`src/rtl/cic_pkg.sv`:
```
// Shared definitions for the CIC decimation chain: controller state encoding
// and default chain parameters.
package cic_pkg;

  localparam int RATIO_W_DEF = 8;
  localparam int ORDER_DEF   = 3;

  typedef enum logic [1:0] {
    ST_IDLE  = 2'd0,
    ST_CLEAR = 2'd1,
    ST_WARM  = 2'd2,
    ST_RUN   = 2'd3
  } cic_state_t;

endpackage

```
`src/rtl/decim_phase_counter.sv`:
```
// Decimation phase counter: holds the ratio register (clamped to >= 2) and
// counts integrated samples 0..R-1, pulsing wrap on the last sample of a period.
module decim_phase_counter #(
  parameter int RATIO_W       = 8,
  parameter int DEFAULT_RATIO = 16
) (
  input  logic               clk,
  input  logic               rst,
  input  logic [RATIO_W-1:0] cfg_ratio,
  input  logic               load,
  input  logic               clr,
  input  logic               advance,
  output logic               wrap
);

  localparam logic [RATIO_W-1:0] MIN_RATIO = RATIO_W'(2);
  localparam logic [RATIO_W-1:0] ONE       = RATIO_W'(1);

  logic [RATIO_W-1:0] ratio;
  logic [RATIO_W-1:0] phase;

  always_ff @(posedge clk or posedge rst) begin
    if (rst) begin
      ratio <= RATIO_W'(DEFAULT_RATIO);
    end else if (load) begin
      ratio <= (cfg_ratio < MIN_RATIO) ? MIN_RATIO : cfg_ratio;
    end
  end

  assign wrap = advance && (phase == ratio - ONE);

  // Gaps in advance only stretch the period; the phase is never lost.
  always_ff @(posedge clk or posedge rst) begin
    if (rst) begin
      phase <= '0;
    end else if (clr) begin
      phase <= '0;
    end else if (advance) begin
      phase <= wrap ? '0 : phase + ONE;
    end
  end

endmodule

```
`src/rtl/cic_decim_ctrl.sv`:
```
// Sequencing controller for the CIC decimator: gates integrators, generates the
// comb decimation strobe, discards comb warm-up outputs and handshakes results.
module cic_decim_ctrl
  import cic_pkg::*;
#(
  parameter int RATIO_W       = RATIO_W_DEF,
  parameter int ORDER         = ORDER_DEF,
  parameter int DEFAULT_RATIO = 16
) (
  input  logic               clk,
  input  logic               rst,
  input  logic               enable,
  input  logic [RATIO_W-1:0] cfg_ratio,
  input  logic               cfg_load,
  input  logic               in_valid,
  input  logic               out_ready,
  output logic               int_en,
  output logic               int_clr,
  output logic               comb_en,
  output logic               out_valid,
  output logic               overrun,
  output logic               busy,
  output logic [1:0]         state
);

  localparam int WARM_W = (ORDER < 1) ? 1 : $clog2(ORDER + 1);
  localparam logic [WARM_W-1:0] WARM_LAST = WARM_W'(ORDER - 1);
  localparam logic [WARM_W-1:0] WARM_ONE  = WARM_W'(1);

  cic_state_t cur_state, nxt_state;
  logic              wrap;
  logic              chain_clr;
  logic [WARM_W-1:0] warm_cnt;
  logic              warm_done;

  assign int_clr   = (cur_state == ST_IDLE) || (cur_state == ST_CLEAR);
  assign int_en    = in_valid && ((cur_state == ST_WARM) || (cur_state == ST_RUN));
  assign busy      = (cur_state != ST_IDLE);
  assign state     = cur_state;
  // Dropping enable clears the datapath on the very next edge, not one later.
  assign chain_clr = int_clr || !enable;
  assign warm_done = comb_en && (warm_cnt == WARM_LAST);

  decim_phase_counter #(
    .RATIO_W       (RATIO_W),
    .DEFAULT_RATIO (DEFAULT_RATIO)
  ) u_phase (
    .clk       (clk),
    .rst       (rst),
    .cfg_ratio (cfg_ratio),
    .load      (cfg_load && (cur_state == ST_IDLE)),
    .clr       (chain_clr),
    .advance   (int_en),
    .wrap      (wrap)
  );

  always_ff @(posedge clk or posedge rst) begin
    if (rst) cur_state <= ST_IDLE;
    else     cur_state <= nxt_state;
  end

  always_comb begin
    nxt_state = cur_state;
    if (!enable) begin
      nxt_state = ST_IDLE;
    end else begin
      case (cur_state)
        ST_IDLE:  nxt_state = ST_CLEAR;
        ST_CLEAR: nxt_state = ST_WARM;
        ST_WARM:  if (warm_done) nxt_state = ST_RUN;
        default:  nxt_state = ST_RUN;
      endcase
    end
  end

  always_ff @(posedge clk or posedge rst) begin
    if (rst) begin
      comb_en  <= 1'b0;
      warm_cnt <= '0;
    end else begin
      comb_en <= wrap && enable;
      if (chain_clr)
        warm_cnt <= '0;
      else if (comb_en && (cur_state == ST_WARM))
        warm_cnt <= warm_cnt + WARM_ONE;
    end
  end

  // Handshake: out_valid marks an unread comb output; it is consumed on any edge
  // where out_valid && out_ready. A comb_en in RUN reloads it on the same edge,
  // and a comb_en that meets an unconsumed sample (out_ready=0) flags overrun.
  always_ff @(posedge clk or posedge rst) begin
    if (rst) begin
      out_valid <= 1'b0;
      overrun   <= 1'b0;
    end else if (!enable) begin
      out_valid <= 1'b0;
    end else begin
      if (comb_en && (cur_state == ST_RUN))
        out_valid <= 1'b1;
      else if (out_valid && out_ready)
        out_valid <= 1'b0;

      if (cur_state == ST_CLEAR)
        overrun <= 1'b0;
      else if (comb_en && (cur_state == ST_RUN) && out_valid && !out_ready)
        overrun <= 1'b1;
    end
  end

endmodule

```
`config.mk`:
```
export PLATFORM = sky130hd
export DESIGN_NAME = cic_decim_ctrl
export DESIGN_NICKNAME = d
export VERILOG_FILES = /design/src/rtl/cic_pkg.sv /design/src/rtl/decim_phase_counter.sv /design/src/rtl/cic_decim_ctrl.sv
export SDC_FILE = /design/constraint.sdc
export NUM_CORES = 1
export LEC_CHECK = 0
export ABC_AREA = 0
export BUFFER_PORTS_ARGS = -buffer_cell sky130_fd_sc_hd__buf_2
export CORE_MARGIN = 1
export CORE_UTILIZATION = 33
export DETAILED_ROUTE_END_ITERATION = 10
export PLACE_DENSITY = 0.5
export SLEW_MARGIN = 20
export SYNTH_ARGS = -nofsm -noshare
export SYNTH_HDL_FRONTEND = slang
export SYNTH_SLANG_ARGS = --single-unit
```
`constraint.sdc`:
```
create_clock -name clk -period 2.13 [get_ports clk]
set_input_delay 0.213 -clock clk [delete_from_list [all_inputs] [get_ports clk]]
set_output_delay 0.213 -clock clk [all_outputs]
set_load 0.05 [all_outputs]
```
==> summary.md <==
| Metric | Value |
|---|---|
| Outcome | finished with violations |
| Violated checks | setup timing |
| HPWL after DPL | 2140 µm |
| Total GRT Usage | 0.150 |
| Yosys cell types | 41 |
| Share of layout cells above drive strength 1 | 0.329 |
| Final Instance Count excl. Fillers | 221 |
| Worst-Skew Late Latency | 260 ps |
| Total design power | 1.14 mW |
| Clock-pin slew on the worst setup and hold paths | 80 ps |
| Syn Nets | 160 |
| Via-to-Cell Ratio | 5.17 |
| Hold Vio Cnt, Final | 0 |
| TritonRoute pass-1 iters | 4 |
| XOR/XNOR Fraction of Synth Area | 0.0594 |
| Setup slack after layout | -104 ps |
| Fin util | 0.443 |
| # DRC | 0 |
| Post-Synth Adder-Cell Area | 0.0283 |
| Total core area | 3740 µm² |
| Post-synthesis simple-gate area fraction | 0.242 |
| Largest net degree at the start of global routing | 24 |
| Nets | 191 |
| Crit path capture type | flip-flop |
| Part of the cycle the worst path needs | 1.05 |
| Max Clock Skew | 2.36 ps |
| Number of setup violations in the final report | 9 |
| Grt ovf | 0 |
| TNS Setup | -810 ps |
| Tmin final | 2230 ps |
| Antenna cell count | 0 |
| Largest family of logic cells by synthesized area | simple AND/OR/NAND/NOR gates |
| CTS H-tree lvls | 1 |
| DRT iter0 DRCs | 57 |
| Routing usage on met3 | 0.0260 |
| Cell row count | 22 |
| Die height | 65.4 µm |
| Critical path peak fanout | 5 |
| MaxCap Viol Count | 0 |
| Setup CP Type | reg2reg |
| PortBufs | 21 |
| CTS Buf Count | 3 |
| Syn_area_per_cell | 9.27 µm² |
| RSZ-0062 raised after global routing | yes |
| YS warnings | 0 |
| Clk buf depth | 2 |
| F_max | 0.448 GHz |
| Worst EP arrival | 2380 ps |
| Vias in the first global route | 1,030 |
| Post-synthesis mux area share | 0.0660 |
| Clock Tree Root | clkbuf_8 |
| Area growth, synth to finish | 25.0% |
| CTS tree | yes |
| Pwr/cell area | 690 nW/µm² |
| Die area | 4280 µm² |
| Complex-gate fraction of the synthesized area | 0.118 |
| Leakage power | 0.718 nW |
| # clock sinks | 23 |
| Drt wl/cell | 13.2 µm |
| Req. time, crit path | 2280 ps |
| Worst Tran Pin Value | 364 ps |
| Grt met1 use | 0.196 |
| HP Class | in2reg |
| Initial antenna violation count | 0 |
| Initial cell density of the core | 0.354 |
| RePlAce Congestion | 0.727 |
| Gr busiest metal | met2 |
| First-pass GRT wire length | 4810 µm |
| Worst slew margin | 0.757 |
| ANT nets after route | 0 |
| Sequential share of the synthesized area | 0.435 |
| Via Count | 1,143 |
| Grt met2 use | 0.241 |
| Finished Cell Area | 1660 µm² |
| Startpoint types | flip-flop |
| Mapped cell area | 1330 µm² |
| Flop and latch count out of synthesis | 23 |
| VDD IR-drop max | 0.000339 V |
| Placed Area | 1540 µm² |
| Die X | 65.4 µm |
| Detailed-route wire length | 2920 µm |
| Max-slew violation count | 0 |
| Cells after synthesis | 143 |
| Ports | 22 |
| # placed instances | 213 |
-- state kept, by name, indices dropped and copies added (netlist names) --
register / flops
u_phase.phase: 8
u_phase.ratio: 8
state: 2
warm_cnt: 2
comb_en: 1
out_valid: 1
overrun: 1
-- worst max-delay path, cell delays in order (launching register included) --
cell	delay (ps)
dfrtp_1	410
inv_2	90
ha_4	130
or3b_4	370
or4_4	420
a211oi_2	240
o311a_1	250
buf_6	140
o32ai_2	60
-- logic make-up (layout without fill, tap and decap cells) --
logic type	count (synthesis)	in the layout
flops	23	23
xor+xnor	9	9
compound gates	24	24
simple gates	60	60
buf+inv	16	46
fa+ha+maj	3	3
mux	8	8
-- report_power, final --
| group | switching (mW) | internal [mW] | leakage, nW |
|---|---|---|---|
| clock | 0.142 | 0.131 | 0.0255 |
| combinational | 0.168 | 0.159 | 0.394 |
| sequential | 0.0615 | 0.483 | 0.299 |
-- placed cells by master (no fill, tap or decap), types with 2 or more instances in the layout --
cell,count
a21oi_1,4
a31oi_1,2
and3_1,4
buf_2,21
buf_4,10
buf_6,2
clkbuf_8,3
dfrtp_1,22
ha_1,2
inv_1,6
inv_2,2
mux2_2,6
mux2i_1,2
nand2_1,11
nand2b_1,2
nand3_1,8
nor2_1,13
nor3_1,3
nor4_1,5
o21ai_0,6
o31ai_1,2
or4_4,2
xnor2_1,6
xor2_1,3
-- synth_stat cells --
cell       instances  share of area
a21oi_1            4          0.015
dfrtp_1           22           0.42
a21boi_0           1         0.0057
o2bb2ai_1          1         0.0066
dfstp_2            1          0.020
o31ai_1            2          0.011
nand3_1            8          0.030
nand2b_1           2         0.0094
or4b_2             1         0.0075
and3_1             4          0.019
inv_1              8          0.023
or4_4              1         0.0085
and2_1             2         0.0094
or4_1              2          0.011
o21bai_1           1         0.0057
nor4_1             6          0.028
or4b_1             1         0.0075
o2111ai_1          1         0.0066
mux2i_1            2          0.015
nand4_1            1         0.0047
xnor2_1            6          0.040
nor2b_1            1         0.0047
mux2_2             6          0.051
xor2_1             3          0.020
a31oi_1            2         0.0094
nand3b_1           1         0.0057
ha_1               3          0.028
a211oi_1           1         0.0057
buf_1              1         0.0028
nor3_1             4          0.015
o32ai_1            1         0.0066
o21ai_0            6          0.023
nand4b_1           1         0.0066
o22ai_1            2         0.0094
o311a_1            1         0.0075
nand2_1           11          0.031
o211ai_1           1         0.0057
clkbuf_1           6          0.017
nor2_1            13          0.037
buf_6              1         0.0085
or3b_2             1         0.0066
-- path summary, 6_finish.rpt --
| path | cells after the start | slack, ps | endpoint | startpoint |
|---|---|---|---|---|
| worst min register to register | 1 | 560 | u_phase.ratio[7] | u_phase.ratio[7] |
| worst max register to register | 8 | -100 | u_phase.phase[1] | u_phase.ratio[1] |
| worst min-delay path | 2 | 190 | u_phase.ratio[4] | cfg_ratio[4] |
| min in group asynchronous | 4 | 520 | out_valid | rst |
| max in group asynchronous | 4 | 1320 | u_phase.ratio[4] | rst |
| worst max-delay path | 8 | -100 | u_phase.phase[1] | u_phase.ratio[1] |
-- final cells by class --
| class | instances | area, µm² |
|---|---|---|
| fill | 387 | 2090 |
| clock buffer | 3 | 41.3 |
| inverter | 8 | 30.0 |
| timing repair buffer | 34 | 213 |
| sequential | 23 | 577 |
| clock inverter | 1 | 5.00 |
| multi-input combinational | 104 | 732 |
| tap | 48 | 60.1 |
-- what timing repair did --
action / in CTS / in global routing
buffers inserted: 0 / 2
resized for setup: 3 / 7
hold buffers: 1 / 0
cloned: 0 / 1
pin swaps: 0 / 4
endpoints found under the setup margin: 9 / 9
endpoints found under the hold margin: 22 / 0
-- stage by stage --
step	setup slack [ps]	hold slack, ps
4_1_cts	-102	187
5_1_grt	-171	190
3_5_place_dp	-116	279
6_report	-104	188
3_3_place_gp	-71.3	265
2_1_floorplan	-50.7	214
-- layer usage --
| metal | vias up | wire (µm) |
|---|---|---|
| li1 | 573 | - |
| met3 | 5 | 86 |
| met1 | 547 | 1350 |
| met4 | 0 | 48 |
| met2 | 18 | 1440 |
| met5 | - | 0 |
No activity file was read; power rests on OpenSTA's default activity.
